[src/rtl/alu_bist_ctrl.sv]
// BIST controller: LFSR operands, alu_sel sweep, 17-bit MISR compaction, golden compare.
// Latency: 4*2^PAT_LOG2 RUN cycles + 1 CMP cycle; results valid at the following edge.
// No backpressure: start is a one-cycle request, ignored while busy.
module alu_bist_ctrl #(
  parameter int          PAT_LOG2   = 8,
  parameter logic [31:0] LFSR_SEED  = 32'hACE1_1234,
  parameter logic [16:0] GOLDEN_SIG = 17'h0_0000
) (
  input  logic        clk,
  input  logic        rst_n,
  input  logic        start,
  output logic [15:0] a_out,
  output logic [15:0] b_out,
  output logic [1:0]  alu_sel_out,
  input  logic [15:0] result_in,
  input  logic        cout_in,
  output logic        test_mode,
  output logic        busy,
  output logic        done,
  output logic        pass,
  output logic [16:0] signature
);

  localparam int          CW   = PAT_LOG2 + 2;
  // An all-zero LFSR would lock up, so substitute a non-zero seed.
  localparam logic [31:0] SEED = (LFSR_SEED == 32'h0) ? 32'h0000_0001 : LFSR_SEED;

  typedef enum logic [1:0] {IDLE, RUN, CMP, DONE} state_t;

  state_t          state, state_nxt;
  logic [31:0]     lfsr;
  logic [16:0]     misr;
  logic [CW-1:0]   cnt;
  logic            load, step, capture;

  always_ff @(posedge clk or negedge rst_n) begin
    if (!rst_n) state <= IDLE;
    else        state <= state_nxt;
  end

  always_comb begin
    state_nxt = state;
    load      = 1'b0;
    step      = 1'b0;
    capture   = 1'b0;
    case (state)
      IDLE: begin
        if (start) begin
          state_nxt = RUN;
          load      = 1'b1;
        end
      end
      RUN: begin
        step = 1'b1;
        if (cnt == {CW{1'b1}}) state_nxt = CMP;
      end
      CMP: begin
        capture   = 1'b1;
        state_nxt = DONE;
      end
      DONE: begin
        if (start) begin
          state_nxt = RUN;
          load      = 1'b1;
        end
      end
      default: state_nxt = IDLE;
    endcase
  end

  always_ff @(posedge clk or negedge rst_n) begin
    if (!rst_n) begin
      lfsr      <= SEED;
      misr      <= '0;
      cnt       <= '0;
      pass      <= 1'b0;
      signature <= '0;
    end else begin
      if (load) begin
        lfsr <= SEED;
        misr <= '0;
        cnt  <= '0;
        pass <= 1'b0;
      end else if (step) begin
        // Response is captured against the operands driven this same cycle.
        misr <= {misr[15:0], misr[16] ^ misr[13]} ^ {cout_in, result_in};
        lfsr <= {lfsr[30:0], lfsr[31] ^ lfsr[21] ^ lfsr[1] ^ lfsr[0]};
        cnt  <= cnt + 1'b1;
      end else if (capture) begin
        signature <= misr;
        pass      <= (misr == GOLDEN_SIG);
      end
    end
  end

  assign a_out       = lfsr[31:16];
  assign b_out       = lfsr[15:0];
  assign alu_sel_out = cnt[CW-1:CW-2];
  assign busy        = (state == RUN) || (state == CMP);
  assign test_mode   = busy;
  assign done        = (state == DONE);

endmodule
[config.mk]
export PLATFORM = sky130hd
export DESIGN_NAME = alu_bist_ctrl
export DESIGN_NICKNAME = d
export VERILOG_FILES = /design/src/rtl/alu_bist_ctrl.sv
export SDC_FILE = /design/constraint.sdc
export NUM_CORES = 1
export LEC_CHECK = 0
export ABC_CLOCK_PERIOD_IN_PS = 4200
export BUFFER_PORTS_ARGS = -buffer_cell sky130_fd_sc_hd__buf_4
export CORE_ASPECT_RATIO = 0.75
export CORE_MARGIN = 4
export CORE_UTILIZATION = 58
export CTS_CLUSTER_DIAMETER = 120
export DETAILED_ROUTE_END_ITERATION = 16
export PLACE_DENSITY = 0.93
export SETUP_SLACK_MARGIN = 0.3
export SLEW_MARGIN = 15
export SYNTH_ARGS = -nofsm -noshare
export SYNTH_HDL_FRONTEND = slang
export SYNTH_SLANG_ARGS = --single-unit
export TNS_END_PERCENT = 1
[constraint.sdc]
create_clock -name clk -period 4.2 [get_ports clk]
set_input_delay 0.21 -clock clk [delete_from_list [all_inputs] [get_ports clk]]
set_output_delay 0.21 -clock clk [all_outputs]
set_load 0.01 [all_outputs]
; ---- After elaboration in Yosys (flattened, before gate mapping)
; Cells that the tools add are included.
[classes]
n_addsub = 1
mul = 0
n_div = 0
magnitude_cmp = 0
eq_ne = 7
shifts = 0
mux = 16
bitwise_logic = 7
n_reduce_logical = 9
[ops]
columns = op, count
row1 = 32-bit 2-to-1 mux, 2
row2 = 17-bit 2-to-1 mux, 2
row3 = 10-bit 2-to-1 mux, 2
row4 = 17-bit zero test, 1
row5 = 17-bit bitwise XOR, 1
row6 = 10-bit by 1-bit adder with 10-bit output (second input constant), 1
row7 = 10-bit == test (second input constant), 1
row8 = 1-bit 2-to-1 mux, 7
row9 = 2-bit case mux with 3 select lines, 1
row10 = 2-bit == test (second input constant), 2
row11 = 2-bit 2-to-1 mux, 2
row12 = 2-bit != test (second input constant), 2
row13 = 2-bit AND reduction, 2
row14 = 2-bit nonzero test, 2
row15 = 1-bit bitwise XOR, 4
row16 = 3-bit AND reduction, 1
row17 = 2-bit by 1-bit == test with 1-bit output (second input constant), 1
row18 = 2-bit zero test, 1
row19 = 2-bit by 1-bit != test with 1-bit output (second input constant), 1
row20 = 1-bit inverter, 2
row21 = 2-bit OR reduction, 1
row22 = 1-bit logical OR, 1
[word_totals]
ff_bits = 79
latch_bits = 0
mem_bits_rw = 0
romBits = 0
input_bits = 20
output_inout_bits = 55
elab_cells = 46
memories = 0

; ---- Longest topological paths before layout
; Gate-level depths: netlist (run 1).
[depth]
word_depth = 5
ltp_mapped = 7
depth_no_buf = 5

; ---- Least setup slack after synthesis (run 1)
; No wires, ideal clock.
[synth_timing]
path_kind = register to register
start = reg state[0]
end = reg misr[4]
setup_time_ns = 0.143
t_arrival_ns = 1.496
required_ns = 4.057
path_slack_ns = 2.560
stages_incl_launch_ff = 7
path_buffers = 2
synth_period_minus_slack_ns = 1.640
cell_sequence = dfrtp_1 inv_1 ha_1 and2_1 clkbuf_1 clkbuf_1 a211oi_1
[synth_between]
elab_chain_len = 4
elab_cells_between_ends = 8
cone_classes = 2 x eq/ne / 3 x mux / 3 x reduce/logical
[synth_lines]
columns = element, line_no
row1 = "start, declared", 30  ; state_t state, state_nxt;
row2 = "start signal, assigned", 38  ; else state <= state_nxt;
row3 = 2-bit == test or 2-bit zero test (tied branches), 46  ; case (state)
row4 = 2-bit OR reduction (no source line), n/a
row5 = 1-bit 2-to-1 mux, n/a
row6 = 17-bit 2-to-1 mux or 2-bit nonzero test (tied branches), n/a
row7 = "end signal, assigned", 86  ; misr <= {misr[15:0], misr[16] ^ misr[13]} ^ {cout_in, result_in};
row8 = "end, declared", 32  ; logic [16:0] misr;
; Several ways; a longest one is shown, not always the timed one.
; A chain may end at the register's enable or synchronous reset.

; ---- Worst setup path in the final report (run 1)
[layout_timing]
start = reg state[1]
end = reg state[1]
[layout_between]
elab_chain_len = 4
elab_cells_between_ends = 9
cone_classes = 5 x eq/ne / 1 x mux / 3 x reduce/logical
[layout_lines]
columns = element, line_no
row1 = 2-bit == test or 2-bit zero test (tied branches), 46
row2 = 2-bit OR reduction (no source line), n/a
row3 = 2-bit by 1-bit != test with 1-bit output (no source line), n/a
row4 = 2-bit AND reduction (no source line), n/a
; Several ways; a longest one is shown, not always the timed one.

==> impl_metrics.prom, run 1 <==
# TYPE chip_impl_metric gauge
chip_impl_info{name="outcome",value="finished clean"} 1
chip_impl_info{name="crit_path_top_delay_cell",value="sky130_fd_sc_hd__ha_4"} 1
chip_impl_metric{name="post_route_cells_drive_above_1_share",unit="%"} 33.7
chip_impl_metric{name="max-slew-margin-rel",unit="%"} 36.5
chip_impl_info{name="layout_common_cells",value="76 x sky130_fd_sc_hd__buf_4, 66 x sky130_fd_sc_hd__dfrtp_1, 40 x sky130_fd_sc_hd__nor2_1"} 1
chip_impl_metric{name="leakage",unit="nW"} 2.05
chip_impl_metric{name="worst_skew_pair.late_latency",unit="ns"} 0.35
chip_impl_metric{name="avgRoutedWirePerCell",unit="um"} 17.3
chip_impl_metric{name="pwr_density_cell",unit="nW/um2"} 662
chip_impl_metric{name="routed_wl",unit="mm"} 7.78
chip_impl_info{name="rr_startpoint",value="state[1]$_DFFE_PN0P_"} 1
chip_impl_metric{name="cts-buffers-inserted",unit=""} 9
chip_impl_info{name="critical_path.cell_chain",value="inv_1, ha_4, buf_4, nor2_1, a311oi_1, nand3_1"} 1
chip_impl_metric{name="crit_path_max_fanout",unit=""} 45
chip_impl_metric{name="asyncSetResetFlopFracSynth",unit="%"} 100
chip_impl_metric{name="clkTransAtPathRegs",unit="ns"} 0.08
chip_impl_metric{name="grt_max_degree",unit=""} 80
chip_impl_metric{name="detailedPlacementHpwl",unit="mm"} 5.13
chip_impl_metric{name="syn_area",unit="um2"} 3520
chip_impl_metric{name="finalWorstPathRequiredPeriod",unit="ns"} 2.34
chip_impl_info{name="crit_type",value="reg -> reg"} 1
chip_impl_metric{name="antenna_found_initial",unit=""} 0
chip_impl_metric{name="grt.total_usage",unit="%"} 22.4
chip_impl_info{name="cts_tree",value="yes"} 1
chip_impl_metric{name="cts.sinks",unit=""} 79
chip_impl_metric{name="fillerInstances",unit=""} 377
chip_impl_info{name="synth_flop_cell",value="sky130_fd_sc_hd__dfrtp_1"} 1
chip_impl_metric{name="power_frac_comb",unit="%"} 36.6
chip_impl_info{name="post-synth-top-area-cell",value="sky130_fd_sc_hd__dfrtp_1"} 1
chip_impl_info{name="timing.critical_path.from",value="state[1]$_DFFE_PN0P_"} 1
chip_impl_metric{name="final_setup_violation_count",unit=""} 0
chip_impl_metric{name="worstPathArrival",unit="ns"} 2.56
chip_impl_metric{name="clockPowerShare",unit="%"} 20.1
chip_impl_metric{name="areaGrowthSynthToFinish",unit="%"} 22.4
chip_impl_metric{name="timing.fmax",unit="MHz"} 428
chip_impl_metric{name="sequential_area_share_after_synthesis",unit="%"} 56.5
chip_impl_metric{name="utilization",unit="%"} 73.7
chip_impl_metric{name="yosys.cell_types.count",unit=""} 34
chip_impl_metric{name="overflow",unit=""} 0
chip_impl_metric{name="dr_total_vias",unit=""} 2554
chip_impl_metric{name="report.final.hold_viol_count",unit=""} 0
chip_impl_metric{name="ir_worst_vdd",unit="mV"} 0.423
chip_impl_info{name="endpoint_kind",value="register"} 1
chip_impl_info{name="cts_root_buffer",value="sky130_fd_sc_hd__clkbuf_8"} 1
chip_impl_metric{name="reg2reg_depth",unit=""} 6
chip_impl_metric{name="clock_path_buffers",unit=""} 2
chip_impl_metric{name="fp-row-count",unit=""} 24
chip_impl_metric{name="netlist_instances",unit=""} 298
chip_impl_metric{name="first_global_vias",unit=""} 2568
chip_impl_metric{name="period_share",unit="%"} 55.6
chip_impl_metric{name="critical_path.max_stage_delay",unit="ns"} 0.53
chip_impl_metric{name="port_buffers",unit=""} 74
chip_impl_metric{name="dr.pass1.iters",unit=""} 4
chip_impl_metric{name="io-pin-count",unit=""} 75
chip_impl_metric{name="drtAntennaViolNets",unit=""} 0
chip_impl_metric{name="routability_congestion",unit=""} 0.756
chip_impl_metric{name="fin_tns_setup",unit="ns"} 0
chip_impl_metric{name="htreeDepth",unit=""} 3
chip_impl_metric{name="number_of_register_bits_inferred_by_synthesis",unit=""} 79
chip_impl_metric{name="syn-mean-instance-area",unit="um2"} 11.8
chip_impl_metric{name="p_int",unit="mW"} 1.83
chip_impl_metric{name="drt_iter0_drc",unit=""} 229
chip_impl_metric{name="switchingPower",unit="mW"} 1.03
chip_impl_metric{name="finalHoldWorstSlack",unit="ns"} 0.00117
chip_impl_metric{name="synth_enable_flop_cells",unit=""} 0
chip_impl_info{name="setup.worst_path.start_class",value="register"} 1
chip_impl_metric{name="post_cts_resized",unit=""} 0
chip_impl_metric{name="floorplan.initialDensity",unit="%"} 60.2
chip_impl_info{name="hold_path_class",value="in -> async"} 1
chip_impl_metric{name="cts_hold_buf",unit=""} 0
chip_impl_metric{name="dieWidth",unit="um"} 98.0
chip_impl_metric{name="critical_path_required",unit="ns"} 4.42
chip_impl_info{name="critical_path.reg2reg.endpoint",value="state[1]$_DFFE_PN0P_"} 1
chip_impl_metric{name="die_area",unit="um2"} 7400
chip_impl_metric{name="die_height",unit="um"} 75.5
chip_impl_metric{name="timing.max_cap.violations",unit=""} 0
chip_impl_metric{name="netlist.area_leader.share",unit="%"} 46.9
chip_impl_metric{name="routed_via_density",unit=""} 5.69
chip_impl_metric{name="tightestPinTransition",unit="ns"} 0.952
chip_impl_metric{name="power.share.switching",unit="%"} 36.0
chip_impl_info{name="grt_setup_unrepaired",value="no"} 1
chip_impl_metric{name="fin_worst_skew",unit="ns"} 0.00759
chip_impl_metric{name="ant_diodes",unit=""} 0
chip_impl_metric{name="grt_first_pass_wirelength",unit="mm"} 12.9
chip_impl_metric{name="syn-num-nets",unit=""} 323
chip_impl_metric{name="rrSetupSlack",unit="ns"} 1.86
chip_impl_info{name="synth_top_cells_by_area",value="sky130_fd_sc_hd__dfrtp_1 47%, sky130_fd_sc_hd__dfstp_2 9.7%, sky130_fd_sc_hd__mux2i_1 9.1%"} 1
chip_impl_info{name="layout.cells.most_common",value="sky130_fd_sc_hd__buf_4"} 1
chip_impl_metric{name="part_of_the_total_power_dissipated_in_sequential_elements",unit="%"} 43.3
chip_impl_metric{name="nNetsFinal",unit=""} 391
chip_impl_metric{name="cts_setup_buffers",unit=""} 0
chip_impl_metric{name="drv_slew",unit=""} 0
chip_impl_metric{name="core_region",unit="um2"} 5860
chip_impl_metric{name="post-route-drc-count",unit=""} 0
chip_impl_metric{name="ys.warnings.count",unit=""} 0
==> layout make-up <==
cell class                 instances  area [um2]  area share, %
timing repair buffer              76         571           13.2
tap                               78        97.6           2.26
sequential                        79        1990           46.2
clock buffer                      13         159           3.68
multi-input combinational        196        1440           33.3
inverter                           4        15.0          0.348
clock inverter                     3        42.5          0.986
==> worst max-delay path by stage <==
stage / cells after the start / slack [ns] / to
after floorplan: 6 / 2.56 / misr[4]$_DFFE_PN0P_
after global routing: 6 / 1.67 / state[1]$_DFFE_PN0P_
after CTS: 6 / 1.88 / state[1]$_DFFE_PN0P_
after global placement: 6 / 2.02 / lfsr[0]$_DFFE_PN0P_
final: 6 / 1.86 / state[1]$_DFFE_PN0P_
after detailed placement: 6 / 1.94 / lfsr[0]$_DFFE_PN0P_
==> worst max-delay path: cells and delay by family (launching register included) <==
kind,cells,cell delay (ns)
buffers and inverters,2,0.63
AO/OA/AOI/OAI,1,0.30
adder cells (fa/ha/maj),1,0.53
flip-flops,1,0.44
AND/OR/NAND/NOR,2,0.28
==> state kept, by name, summed over array words and instances, names as in the netlist <==
signal and flops:
lfsr 32, state 2, misr 17, signature 17, cnt 10, pass 1
==> cell families (layout without fill, tap and decap cells) <==
| kind of cell | Yosys count | count (layout) | synth area share (%) |
|---|---|---|---|
| flops | 79 | 79 | 56.5 |
| mux | 49 | 49 | 14.5 |
| compound gates | 35 | 35 | 6.67 |
| xor+xnor | 23 | 23 | 6.11 |
| buf+inv | 23 | 96 | 3.05 |
| fa+ha+maj | 5 | 5 | 1.77 |
| simple gates | 84 | 84 | 11.3 |
==> power by group through the flow <==
stage	sequential (mW)	combinational (mW)	clock, mW
final	1.24	1.05	0.573
after global routing	1.27	1.15	0.618
after CTS	1.23	1.06	0.580
after detailed placement	1.24	1.04	0
after global placement	1.23	0.990	0
after floorplan	1.24	0.630	0
==> synth_stat cells (2+ instances only) <==
library cell               number
sky130_fd_sc_hd__a211oi_1      16
sky130_fd_sc_hd__a21oi_1        7
sky130_fd_sc_hd__and2_1         2
sky130_fd_sc_hd__buf_2          8
sky130_fd_sc_hd__buf_4          3
sky130_fd_sc_hd__clkbuf_1       8
sky130_fd_sc_hd__dfrtp_1       66
sky130_fd_sc_hd__dfstp_2       13
sky130_fd_sc_hd__ha_1           5
sky130_fd_sc_hd__inv_1          4
sky130_fd_sc_hd__mux2_2        17
sky130_fd_sc_hd__mux2i_1       32
sky130_fd_sc_hd__nand2_1       19
sky130_fd_sc_hd__nand3_1        5
sky130_fd_sc_hd__nor2_1        40
sky130_fd_sc_hd__nor2b_1        2
sky130_fd_sc_hd__nor4_1         4
sky130_fd_sc_hd__o21ai_0        5
sky130_fd_sc_hd__o31ai_1        2
sky130_fd_sc_hd__or3_1          3
sky130_fd_sc_hd__or4_1          4
sky130_fd_sc_hd__xnor2_1       20
sky130_fd_sc_hd__xor2_1         2
==> metal layers <==
metal  part of all wire (%)  GRT usage, %  vias up
met5                      0             0        -
met4                    1.8          7.37        0
met3                    5.2          7.14       14
met2                     50          35.7       81
met1                     43          29.8     1287
li1                       -             -     1172
==> metrics by stage <==
step           instance area, um2  total power, mW  instances  setup WS (ns)
2_1_floorplan                3520             1.87        298           2.56
3_3_place_gp                 4110             2.22        433           2.02
3_5_place_dp                 4110             2.28        433           1.94
4_1_cts                      4310             2.87        449           1.88
5_1_grt                      4310             3.04        449           1.67
6_report                     4310             2.86        449           1.86
No activity file was read; power rests on OpenSTA's default activity.
==> run 2, diff against run 1 <==
- ABC_AREA: default -> 1
- ABC_CLOCK_PERIOD_IN_PS: 4200 -> 2000
- CORE_UTILIZATION: 58 -> 49
- PLACE_DENSITY: 0.93 -> 0.85
- clock period: 4.2 -> 2 ns (I/O delays scaled with it)
==> run 2 against run 1 <==
Against the previous run: global-route usage fell by 2.3 points; synthesized area fell by 1.8%; clock-buffer cell count fell by 3; utilization fell by 11 points; design area fell by 0.93%; register-to-register slack got worse by 1.5 ns; flip-flop and latch count did not move; critical endpoint is now misr[9]$_DFFE_PN0P_; cell count rose by 14%; critical path depth did not move; largest power group is now combinational logic.
==> impl_metrics.prom, run 2 <==
# TYPE chip_impl_metric gauge
chip_impl_info{name="outcome",value="finished clean"} 1
chip_impl_info{name="crit_path_frequent_cell",value="sky130_fd_sc_hd__nand2_4"} 1
chip_impl_metric{name="yosys.cell_types.count",unit=""} 29
chip_impl_info{name="regMostFlops",value="lfsr"} 1
chip_impl_metric{name="fin_tns_setup",unit="ns"} 0
chip_impl_metric{name="die_height",unit="um"} 80.8
chip_impl_info{name="crit_path_top_delay_cell",value="sky130_fd_sc_hd__dfrtp_2"} 1
chip_impl_metric{name="dr_total_vias",unit=""} 2646
chip_impl_metric{name="leakage",unit="nW"} 2.14
chip_impl_info{name="critical_path.cell_chain",value="inv_1, ha_1, nand2_4, nand2_4, buf_6, o22ai_1"} 1
chip_impl_info{name="grt_setup_unrepaired",value="yes"} 1
chip_impl_metric{name="cts.sinks",unit=""} 79
chip_impl_metric{name="grt_max_degree",unit=""} 44
chip_impl_metric{name="period_share",unit="%"} 80.2
chip_impl_metric{name="finalWorstPathRequiredPeriod",unit="ns"} 1.60
chip_impl_metric{name="post_route_cells_drive_above_1_share",unit="%"} 29.7
chip_impl_info{name="synth_top_cells_by_area",value="sky130_fd_sc_hd__dfrtp_1 48%, sky130_fd_sc_hd__dfstp_2 9.9%, sky130_fd_sc_hd__inv_1 6.5%"} 1
chip_impl_metric{name="reg2reg_depth",unit=""} 6
chip_impl_metric{name="timing.fmax",unit="MHz"} 624
chip_impl_metric{name="asyncSetResetFlopFracSynth",unit="%"} 100
chip_impl_metric{name="final_instance_area",unit="um2"} 4270
chip_impl_metric{name="report.final.hold_viol_count",unit=""} 0
chip_impl_metric{name="antenna_found_initial",unit=""} 0
chip_impl_info{name="synth_common_cells",value="66 x sky130_fd_sc_hd__dfrtp_1, 60 x sky130_fd_sc_hd__inv_1, 53 x sky130_fd_sc_hd__nand2_1"} 1
chip_impl_info{name="hold_start",value="result_in[12]"} 1
chip_impl_metric{name="avgRoutedWirePerCell",unit="um"} 15.5
chip_impl_metric{name="worst_hold_path.num_cells",unit=""} 3
chip_impl_info{name="layout.cells.most_common",value="sky130_fd_sc_hd__buf_4"} 1
chip_impl_metric{name="flip_flop_count_of_the_largest_register_all_copies_and_words_added",unit=""} 32
chip_impl_metric{name="dieWidth",unit="um"} 105
chip_impl_metric{name="dp.cells",unit=""} 495
chip_impl_metric{name="rrSetupSlack",unit="ns"} 0.40
chip_impl_metric{name="syn-num-nets",unit=""} 373
chip_impl_info{name="cts_tree",value="yes"} 1
chip_impl_metric{name="tightestPinTransition",unit="ns"} 0.484
chip_impl_metric{name="dr.pass1.iters",unit=""} 4
chip_impl_metric{name="synth_enable_flop_cells",unit=""} 0
chip_impl_metric{name="fp-row-count",unit=""} 26
chip_impl_metric{name="crit_path_max_fanout",unit=""} 32
chip_impl_metric{name="first_global_vias",unit=""} 2760
chip_impl_metric{name="areaGrowthSynthToFinish",unit="%"} 23.5
chip_impl_metric{name="port_buffers",unit=""} 74
chip_impl_metric{name="max-slew-margin-rel",unit="%"} 67.7
chip_impl_info{name="endpoint_kind",value="register"} 1
chip_impl_metric{name="finalHoldWorstSlack",unit="ns"} 0.0278
chip_impl_metric{name="htreeDepth",unit=""} 3
chip_impl_info{name="layout_top_registers",value="lfsr: 32 flops, misr: 17 flops, signature: 17 flops"} 1
chip_impl_metric{name="routed_wl",unit="mm"} 7.95
chip_impl_metric{name="placement.cell_area",unit="um2"} 4070
chip_impl_metric{name="core_region",unit="um2"} 6830
chip_impl_metric{name="ir_worst_vdd",unit="mV"} 0.788
chip_impl_metric{name="drtAntennaViolNets",unit=""} 0
chip_impl_metric{name="critical_path.max_stage_delay",unit="ns"} 0.41
chip_impl_metric{name="fillerInstances",unit=""} 568
chip_impl_info{name="timing.hold.worst_endpoint",value="misr[12]$_DFFE_PN0P_"} 1
chip_impl_metric{name="pwr_density_cell",unit="nW/um2"} 1680
chip_impl_info{name="setup.worst_path.start_class",value="register"} 1
chip_impl_metric{name="die_area",unit="um2"} 8480
chip_impl_metric{name="ant_diodes",unit=""} 0
chip_impl_metric{name="cts_setup_buffers",unit=""} 0
chip_impl_metric{name="critical_path_required",unit="ns"} 2.22
chip_impl_metric{name="drv_slew",unit=""} 0
chip_impl_info{name="cts_root_buffer",value="sky130_fd_sc_hd__clkbuf_8"} 1
chip_impl_metric{name="grt_first_pass_wirelength",unit="mm"} 13.3
chip_impl_metric{name="post-route-drc-count",unit=""} 0
chip_impl_info{name="rr_startpoint",value="state[0]$_DFFE_PN0P_"} 1
chip_impl_metric{name="detailedPlacementHpwl",unit="mm"} 5.76
chip_impl_info{name="critical_path.reg2reg.endpoint",value="misr[9]$_DFFE_PN0P_"} 1
chip_impl_metric{name="worstPathArrival",unit="ns"} 1.82
chip_impl_metric{name="syn_area",unit="um2"} 3460
chip_impl_metric{name="io-pin-count",unit=""} 75
chip_impl_metric{name="overflow",unit=""} 0
chip_impl_info{name="post-synth-top-area-cell",value="sky130_fd_sc_hd__dfrtp_1"} 1
chip_impl_metric{name="nNetsFinal",unit=""} 448
chip_impl_metric{name="fin_worst_skew",unit="ns"} 0.00951
chip_impl_metric{name="fin_cells",unit=""} 512
chip_impl_metric{name="ys.warnings.count",unit=""} 0
chip_impl_info{name="layout_common_cells",value="76 x sky130_fd_sc_hd__buf_4, 65 x sky130_fd_sc_hd__dfrtp_1, 60 x sky130_fd_sc_hd__inv_1"} 1
chip_impl_metric{name="clock_path_buffers",unit=""} 2
chip_impl_metric{name="worst_skew_pair.late_latency",unit="ns"} 0.35
chip_impl_metric{name="timing.max_cap.violations",unit=""} 0
chip_impl_info{name="synth_flop_cell",value="sky130_fd_sc_hd__dfrtp_1"} 1
chip_impl_info{name="crit_type",value="reg -> reg"} 1
chip_impl_metric{name="grt.total_usage",unit="%"} 20.1
chip_impl_info{name="synth_most_common_cell",value="sky130_fd_sc_hd__dfrtp_1"} 1
chip_impl_info{name="hold_path_class",value="in -> reg"} 1
chip_impl_metric{name="clkTransAtPathRegs",unit="ns"} 0.08
chip_impl_metric{name="final_setup_violation_count",unit=""} 0
chip_impl_metric{name="number_of_register_bits_inferred_by_synthesis",unit=""} 79
chip_impl_metric{name="routed_via_density",unit=""} 5.17
chip_impl_metric{name="floorplan.initialDensity",unit="%"} 50.6
chip_impl_metric{name="syn-mean-instance-area",unit="um2"} 9.94
chip_impl_metric{name="netlist_instances",unit=""} 348
chip_impl_metric{name="drt_iter0_drc",unit=""} 92
chip_impl_metric{name="routability_congestion",unit=""} 0.860
chip_impl_metric{name="netlist.area_leader.share",unit="%"} 47.7
chip_impl_metric{name="cts-buffers-inserted",unit=""} 9
chip_impl_metric{name="sequential_area_share_after_synthesis",unit="%"} 57.6
==> run 2: cell count changes after synthesis, moves of 9 or more <==
cell / delta
sky130_fd_sc_hd__nor2_1: -22
sky130_fd_sc_hd__a22oi_2: +9
sky130_fd_sc_hd__inv_1: +56
sky130_fd_sc_hd__o22ai_1: +32
sky130_fd_sc_hd__o21ai_0: +15
sky130_fd_sc_hd__mux2i_1: -32
sky130_fd_sc_hd__nand2_1: +34
sky130_fd_sc_hd__a211oi_1: -16
sky130_fd_sc_hd__mux2_2: -17
==> run 2: cell type report <==
cell class                      count  area (um2)  share of cell area (%)
Timing Repair Buffer               80         623                    14.6
Inverter                           63         241                    5.65
Multi-Input combinational cell    190        1140                    26.6
Tap cell                           84         105                    2.46
Clock inverter                      6        36.3                   0.849
Clock buffer                       10         138                    3.22
Sequential cell                    79        1990                    46.7
==> run 2: how the worst max path moves through the flow <==
stage,start,to,slack [ns],cells past startpoint
finish,state[0]$_DFFE_PN0P_,misr[9]$_DFFE_PN0P_,0.40,6
global route,state[0]$_DFFE_PN0P_,misr[0]$_DFFE_PN0P_,0.29,7
CTS,state[0]$_DFFE_PN0P_,lfsr[24]$_DFFE_PN0P_,0.30,6
detailed placement,state[0]$_DFFE_PN0P_,misr[4]$_DFFE_PN0P_,0.19,7
global placement,state[0]$_DFFE_PN0P_,cnt[1]$_DFFE_PN0P_,0.26,6
floorplan,state[0]$_DFFE_PN0P_,misr[0]$_DFFE_PN0P_,0.55,9
==> run 2: stage by stage <==
| step | util (%) | power, mW | worst slack (ns) |
|---|---|---|---|
| finish | 62.6 | 7.16 | 0.397 |
| global route | 62.6 | 7.69 | 0.295 |
| CTS | 62.3 | 7.13 | 0.302 |
| detailed placement | 59.5 | 6.04 | 0.194 |
| global placement | 59.5 | 5.90 | 0.263 |
| floorplan | - | 4.83 | 0.546 |
==> run 2: power by group <==
| group | internal, mW | switching, mW |
|---|---|---|
| sequential | 2.29 | 0.421 |
| clock | 0.477 | 0.572 |
| combinational | 1.44 | 1.95 |
| total | 4.21 | 2.95 |
==> run 2: kinds of logic (layout without fill, tap and decap cells) <==
| family | Yosys count | after routing | share of synthesized area, % |
|---|---|---|---|
| AO/OA/AOI/OAI | 74 | 74 | 14.3 |
| XOR/XNOR | 18 | 18 | 4.56 |
| adder cells (fa/ha/maj) | 5 | 5 | 1.81 |
| buffers and inverters | 79 | 159 | 9.95 |
| flip-flops | 79 | 79 | 57.6 |
| AND/OR/NAND/NOR | 93 | 93 | 11.8 |
==> run 2: repair_timing <==
action                     4_1_cts  5_1_grt
hold endpoints to repair        23        0
setup endpoints to repair       47       44
hold buffers                     1        0
gates resized for setup          2        4
pin swaps                        0        0
==> run 2: critical path, delay by kind of cell (launching register included) <==
family	cells	cell delay, ns
fa+ha+maj	1	0.34
simple gates	2	0.27
flops	1	0.41
compound gates	1	0.14
buf+inv	2	0.30
==> run 2: per-layer routing <==
layer,share of wire [%],GRT usage (%)
met3,4.9,6.27
met1,48,27.3
met4,1.6,5.37
met2,46,31.8
met5,0,0
